--- src/rtl/truth_table_sweeper_pkg.sv ---
`default_nettype none
//------------------------------------------------------------------------------
// Module   : sweep_pkg
// Purpose  : Shared definitions for the truth-table sweeper: controller state
//            encoding and the legal ranges of the sweep parameters.
// Ports    : none (package)
// Revision : 1.0 - initial release
//------------------------------------------------------------------------------
package sweep_pkg;

   typedef enum logic [1:0] {
      ST_IDLE  = 2'd0,
      ST_DRIVE = 2'd1,
      ST_DONE  = 2'd2
   } sweep_state_t;

   localparam int unsigned C_N_IN_MIN   = 1;
   localparam int unsigned C_N_IN_MAX   = 8;
   localparam int unsigned C_HOLD_MIN   = 1;
   localparam int unsigned C_HOLD_MAX   = 255;
   // Wide enough for HOLD-1 at the top of the legal HOLD range.
   localparam int unsigned C_HOLD_CNT_W = 8;

endpackage : sweep_pkg
`default_nettype wire

--- src/rtl/truth_table_sweeper_if.sv ---
`default_nettype none
//------------------------------------------------------------------------------
// Module   : truth_table_sweeper_if
// Purpose  : Bundles the sweep request/abort controls, the response of the
//            circuit under test and the sweeper results.
// Ports    : master - drives start, abort, dut_out; observes results
//            slave  - the sweeper itself
// Revision : 1.0 - initial release
//------------------------------------------------------------------------------
interface truth_table_sweeper_if #(
   parameter int N_IN = 3
) ();
   logic                 start;
   logic                 abort;
   logic                 dut_out;
   logic [N_IN-1:0]      vec_out;
   logic                 busy;
   logic                 done;
   logic                 pass;
   logic [N_IN:0]        err_count;
   logic [2**N_IN-1:0]   obs_table;

   modport master (
      output start, abort, dut_out,
      input  vec_out, busy, done, pass, err_count, obs_table
   );

   modport slave (
      input  start, abort, dut_out,
      output vec_out, busy, done, pass, err_count, obs_table
   );
endinterface : truth_table_sweeper_if
`default_nettype wire

--- src/rtl/truth_table_sweeper_hold_timer.sv ---
`default_nettype none
//------------------------------------------------------------------------------
// Module   : hold_timer
// Purpose  : Counts the cycles a stimulus vector has been held, 0..HOLD-1,
//            wrapping back to 0 after the last hold cycle.
// Ports    : clk   - clock
//            rst_n - asynchronous active-low reset
//            clr   - force count to 0
//            en    - advance the count
//            last  - count is at HOLD-1 (final, settled hold cycle)
// Revision : 1.0 - initial release
//------------------------------------------------------------------------------
module hold_timer
   import sweep_pkg::*;
#(
   parameter int HOLD = 20
) (
   input  wire logic clk,
   input  wire logic rst_n,
   input  wire logic clr,
   input  wire logic en,
   output logic      last
);

   localparam logic [C_HOLD_CNT_W-1:0] c_last_cnt = C_HOLD_CNT_W'(HOLD - 1);

   logic [C_HOLD_CNT_W-1:0] r_cnt;

   always_ff @(posedge clk or negedge rst_n) begin
      if (!rst_n) begin
         r_cnt <= '0;
      end else if (clr) begin
         r_cnt <= '0;
      end else if (en) begin
         r_cnt <= (r_cnt == c_last_cnt) ? '0 : r_cnt + C_HOLD_CNT_W'(1);
      end
   end

   assign last = (r_cnt == c_last_cnt);

endmodule : hold_timer
`default_nettype wire

--- src/rtl/truth_table_sweeper.sv ---
`default_nettype none
//------------------------------------------------------------------------------
// Module   : truth_table_sweeper
// Purpose  : Exhaustively drives every input vector to a combinational circuit
//            under test, holds each for HOLD cycles, samples the response on
//            the last hold cycle and compares it against EXPECTED.
// Ports    : clk   - clock, rising edge
//            rst_n - asynchronous active-low reset
//            sw    - slave side of truth_table_sweeper_if
//                    (start, abort, dut_out in; vec_out, busy, done, pass,
//                     err_count, obs_table out, all registered)
// Revision : 1.0 - initial release
//------------------------------------------------------------------------------
module truth_table_sweeper
   import sweep_pkg::*;
#(
   parameter int                  N_IN     = 3,
   parameter int                  HOLD     = 20,
   parameter logic [2**N_IN-1:0]  EXPECTED = 8'b1000_0000
) (
   input  wire logic               clk,
   input  wire logic               rst_n,
   truth_table_sweeper_if.slave    sw
);

   if (N_IN < int'(C_N_IN_MIN) || N_IN > int'(C_N_IN_MAX)) begin : g_bad_n_in
      $error("truth_table_sweeper: N_IN out of range");
   end
   if (HOLD < int'(C_HOLD_MIN) || HOLD > int'(C_HOLD_MAX)) begin : g_bad_hold
      $error("truth_table_sweeper: HOLD out of range");
   end

   localparam logic [N_IN-1:0] c_last_vec = '1;

   sweep_state_t          r_state, w_state_nxt;
   logic [N_IN-1:0]       r_vec, w_vec_nxt;
   logic [N_IN:0]         r_err, w_err_nxt;
   logic [2**N_IN-1:0]    r_obs, w_obs_nxt;
   logic                  r_busy, r_done, r_pass;
   logic                  w_tmr_clr, w_tmr_en, w_last;

   hold_timer #(.HOLD(HOLD)) u_hold_timer (
      .clk   (clk),
      .rst_n (rst_n),
      .clr   (w_tmr_clr),
      .en    (w_tmr_en),
      .last  (w_last)
   );

   always_ff @(posedge clk or negedge rst_n) begin
      if (!rst_n) begin
         r_state <= ST_IDLE;
         r_vec   <= '0;
         r_err   <= '0;
         r_obs   <= '0;
         r_busy  <= 1'b0;
         r_done  <= 1'b0;
         r_pass  <= 1'b0;
      end else begin
         r_state <= w_state_nxt;
         r_vec   <= w_vec_nxt;
         r_err   <= w_err_nxt;
         r_obs   <= w_obs_nxt;
         // Status flags are registered from the next state so they line up
         // with the state they describe.
         r_busy  <= (w_state_nxt == ST_DRIVE);
         r_done  <= (w_state_nxt == ST_DONE);
         r_pass  <= (w_state_nxt == ST_DONE) && (w_err_nxt == '0);
      end
   end

   always_comb begin
      w_state_nxt = r_state;
      w_vec_nxt   = r_vec;
      w_err_nxt   = r_err;
      w_obs_nxt   = r_obs;
      w_tmr_clr   = 1'b0;
      w_tmr_en    = 1'b0;
      case (r_state)
         ST_IDLE, ST_DONE: begin
            if (sw.start) begin
               w_state_nxt = ST_DRIVE;
               w_vec_nxt   = '0;
               w_err_nxt   = '0;
               w_obs_nxt   = '0;
               w_tmr_clr   = 1'b1;
            end
         end
         ST_DRIVE: begin
            // Abort wins over a sample/advance falling on the same edge;
            // partial results are kept.
            if (sw.abort) begin
               w_state_nxt = ST_IDLE;
               w_vec_nxt   = '0;
               w_tmr_clr   = 1'b1;
            end else begin
               w_tmr_en = 1'b1;
               if (w_last) begin
                  w_obs_nxt[r_vec] = sw.dut_out;
                  // At most 2**N_IN increments, so N_IN+1 bits never wrap.
                  if (sw.dut_out != EXPECTED[r_vec]) begin
                     w_err_nxt = r_err + (N_IN + 1)'(1);
                  end
                  if (r_vec == c_last_vec) begin
                     w_state_nxt = ST_DONE;
                  end else begin
                     w_vec_nxt = r_vec + N_IN'(1);
                  end
               end
            end
         end
         default: begin
            w_state_nxt = ST_IDLE;
            w_vec_nxt   = '0;
            w_tmr_clr   = 1'b1;
         end
      endcase
   end

   assign sw.vec_out   = r_vec;
   assign sw.busy      = r_busy;
   assign sw.done      = r_done;
   assign sw.pass      = r_pass;
   assign sw.err_count = r_err;
   assign sw.obs_table = r_obs;

endmodule : truth_table_sweeper
`default_nettype wire

--- src/flat_wrapper.sv ---
// flat-port wrapper written by rule: the top's interface ports become plain ports
module truth_table_sweeper_flat import sweep_pkg::*;
#(
   parameter int                  N_IN     = 3,
   parameter int                  HOLD     = 20,
   parameter logic [2**N_IN-1:0]  EXPECTED = 8'b1000_0000
)
  (clk, rst_n, sw_start, sw_abort, sw_dut_out, sw_vec_out, sw_busy, sw_done, sw_pass, sw_err_count, sw_obs_table);
  truth_table_sweeper_if #(.N_IN(N_IN)) sw_i ();
  input  wire logic clk;
  input  wire logic rst_n;
  input wire logic [$bits(sw_i.start)-1:0] sw_start;
  input wire logic [$bits(sw_i.abort)-1:0] sw_abort;
  input wire logic [$bits(sw_i.dut_out)-1:0] sw_dut_out;
  output wire logic [$bits(sw_i.vec_out)-1:0] sw_vec_out;
  output wire logic [$bits(sw_i.busy)-1:0] sw_busy;
  output wire logic [$bits(sw_i.done)-1:0] sw_done;
  output wire logic [$bits(sw_i.pass)-1:0] sw_pass;
  output wire logic [$bits(sw_i.err_count)-1:0] sw_err_count;
  output wire logic [$bits(sw_i.obs_table)-1:0] sw_obs_table;
  assign sw_i.start = sw_start;
  assign sw_i.abort = sw_abort;
  assign sw_i.dut_out = sw_dut_out;
  assign sw_vec_out = sw_i.vec_out;
  assign sw_busy = sw_i.busy;
  assign sw_done = sw_i.done;
  assign sw_pass = sw_i.pass;
  assign sw_err_count = sw_i.err_count;
  assign sw_obs_table = sw_i.obs_table;
  truth_table_sweeper #(.N_IN(N_IN), .HOLD(HOLD), .EXPECTED(EXPECTED)) u_core (.clk(clk), .rst_n(rst_n), .sw(sw_i));
endmodule
--- config.mk ---
export PLATFORM = sky130hd
export DESIGN_NAME = truth_table_sweeper_flat
export DESIGN_NICKNAME = d
export VERILOG_FILES = /design/src/rtl/truth_table_sweeper_pkg.sv /design/src/rtl/truth_table_sweeper_if.sv /design/src/rtl/truth_table_sweeper_hold_timer.sv /design/src/rtl/truth_table_sweeper.sv /design/src/flat_wrapper.sv
export SDC_FILE = /design/constraint.sdc
export NUM_CORES = 1
export LEC_CHECK = 0
export ABC_AREA = 1
export CAP_MARGIN = 20
export CORE_UTILIZATION = 40
export DETAILED_ROUTE_END_ITERATION = 10
export SETUP_SLACK_MARGIN = 0.3
export SLEW_MARGIN = 20
export SYNTH_ARGS = -nofsm -noshare
export SYNTH_HDL_FRONTEND = slang
export SYNTH_SLANG_ARGS = --single-unit
--- constraint.sdc ---
create_clock -name clk -period 5 [get_ports clk]
set_input_delay 0.5 -clock clk [delete_from_list [all_inputs] [get_ports clk]]
set_output_delay 0.5 -clock clk [all_outputs]
set_load 0.05 [all_outputs]
==> results_dict.tcl <==
set metrics [dict create \
    routed_wl_microns 3130 \
    rr_startpoint "u_core.sw.vec_out[0]" \
    overflow 0 \
    route.detailed.drc 0 \
    worst_pin_slew_ps 512 \
    critPathSlowestCell "clkdlybuf4s50_1" \
    crit_path_end_kind "output port" \
    r2r_slack_ps 3140 \
    min_path_cells 2 \
    ir_drop_mv 0.0961 \
    synthSimpleGateAreaFrac_pct 28.7 \
    status "complete, no violations" \
    io-pin-count 23 \
    synth_top_family_by_area "simple AND/OR/NAND/NOR gates" \
    fillers 367 \
    synth.avg_cell_area_sq_um 8.28 \
    slew-limit-headroom_pct 65.8 \
    core_area_sq_um 3740 \
    grt_pass1_vias 1249 \
    power_density_nw_per_um2 261 \
    synth_mux_area_share_pct 0 \
    setup_violations 0 \
    clockBufferDepth 2 \
    first_pass_iters 4 \
    antenna_found_initial 0 \
    yosysSeqAreaShare_pct 44.1 \
    nNetsFinal 228 \
    path_delay_family "buffers and inverters" \
    maxSlewViolCount 0 \
    synth_fa_ha_area_share_pct 3.15 \
    clk_pin_slew_worst_paths_ps 90 \
    die_w_microns 65.1 \
    path_max_fanout 7 \
    tns_ps 0 \
    port_buffers 22 \
    max_stage_delay_ps 850 \
    detail-route-antenna-nets 0 \
    netlist_instances 192 \
    ys_types 27 \
    rsz0062_at_grt "false" \
    cts-root-buf "clkbuf_8" \
    h-tree-depth 1 \
    synth.net_count 201 \
    p_leak_uw 0.000895 \
    min_to "u_core.sw.obs_table[6]" \
    cts_tree "built" \
    startpoint_type "flip-flop" \
    cts_hold_buffers 0 \
    worst-r2r-cell-count 10 \
    hold_ws_ps 507 \
    chipHeight_microns 65.1 \
    reg2reg_to "u_core.sw.pass" \
    num_vias 1282 \
    wl_per_cell_microns 11.8 \
    rows 22 \
    cts_resized 0 \
    synthXorXnorAreaFrac_pct 1.65 \
    cp.required_ps 4500 \
    synth_compound_area_share_pct 12.0 \
    synthToLayoutAreaGrowth_pct 20.8 \
    ys_ff_latch 28 \
    cts.sinks 28 \
    grt_pass1_wl_microns 5540 \
    n_antenna_cell 0 \
    min_period_ps 2090 \
    fin_skew_ps 4.61 \
    crit_chain "clkdlybuf4s50_1" \
    hp-start "u_core.sw.obs_table[6]" \
    grt_max_degree 29 \
    synthesis.area_sq_um 1590 \
    via_per_inst 4.82 \
    cp_num_buf_inv 1 \
    finalCritPeriodShare_pct 41.7 \
    cts_setup_buffers 0 \
    fmax_mhz 479 \
    start_util_pct 42.5 \
    crit_arrival_ps 1590 \
    first_iter_violations 45 \
    grt_usage_pct 17.1 \
    path_class "reg2out" \
    hpwl_microns 2450 \
    die_area_sq_um 4230 \
    hp-class "reg2reg" \
    clk_latency_ps 270 \
    finalHoldViolations 0 \
    drive_gt1_share_pct 11.5 \
    cts_buffers 3 \
    gp_congestion 0.774 \
    yosys_warnings 0 \
    drv_cap 0 \
]
[layout make-up]
class	instances	area [sq um]	share of cell area, %
Sequential cell	28	701	36.5
Clock buffer	4	55.1	2.86
Inverter	41	154	8.01
Tap cell	48	60.1	3.13
Multi-Input combinational cell	122	724	37.7
Timing Repair Buffer	23	228	11.8
[flip-flops by register name, summed over array words and instances, names as in the netlist]
name	cells
u_core.sw.pass	1
u_core.sw.busy	1
u_core.u_hold_timer.r_cnt	8
u_core.r_state	2
u_core.sw.vec_out	3
u_core.sw.done	1
u_core.sw.err_count	4
u_core.sw.obs_table	8
[layout by cell type, fill, tap and decap left out, drive strengths merged, types with 4 or more instances in the layout]
cell and instances:
nand2 34, o22ai 5, nand3 14, inv 40, nor3 10, o21ai 23
dfrtp 28, clkdlybuf4s50 22, nor2 19, clkbuf 4, ha 4
[how the worst max path moves through the flow]
stage	start	end	slack, ps	depth (start not counted)
finish	u_core.sw.vec_out[0]	sw_vec_out[0]	2910	1
global route	u_core.sw.vec_out[0]	sw_vec_out[0]	2840	1
CTS	u_core.sw.vec_out[0]	sw_vec_out[0]	2890	1
detailed placement	sw_abort	u_core.sw.pass	2910	10
global placement	sw_abort	u_core.sw.pass	2940	10
floorplan	u_core.sw.vec_out[1]	u_core.sw.pass	3030	10
[cells in the mapped netlist, drive strengths merged]
cell type  count  area share, %
inv           40            9.4
nand2         34            8.7
dfrtp         28             44
o21ai         23            7.2
nor2          19            7.9
nand3         14            5.8
nor3          10            3.9
o22ai          5            2.0
ha             4            3.1
a21oi          3            1.4
nand4          3            1.2
xor2           3            1.7
a31oi          2           0.79
a32o           1           0.63
buf            1           0.71
clkinv         1           0.24
nand3b         1            1.3
[metal layers]
| layer | track usage (%) | up-vias | routed length, microns |
|---|---|---|---|
| met5 | 0 | - | 0 |
| met4 | 5.71 | 0 | 23 |
| met3 | 2.82 | 2 | 78 |
| met2 | 29.9 | 19 | 1560 |
| met1 | 21.2 | 589 | 1460 |
| li1 | - | 672 | - |
[cells by family after synthesis]
family / after synthesis
simple gates: 81
buf+inv: 42
compound gates: 34
flops: 28
fa+ha+maj: 4
xor+xnor: 3
[worst min-delay path: stages, from the launching register on]
cell and delay, ps:
dfrtp_1 360, nand2_1 50, o21ai_1 70
[stage by stage]
step | cell area, sq um | power [uW] | setup WS, ps | instances | utilization (%)
after floorplan | 1590 | 332 | 3030 | 192 | -
after global placement | 1870 | 369 | 2940 | 262 | 49.9
after detailed placement | 1870 | 370 | 2910 | 262 | 49.9
after CTS | 1920 | 509 | 2890 | 266 | 51.3
after global routing | 1920 | 530 | 2840 | 266 | 51.3
final | 1920 | 501 | 2910 | 266 | 51.3
[power by group]
group,switching [uW],internal [uW]
registers,11.8,238
clock network,66.4,70.4
logic,79.2,36.1
No activity file was read; power rests on OpenSTA's default activity.
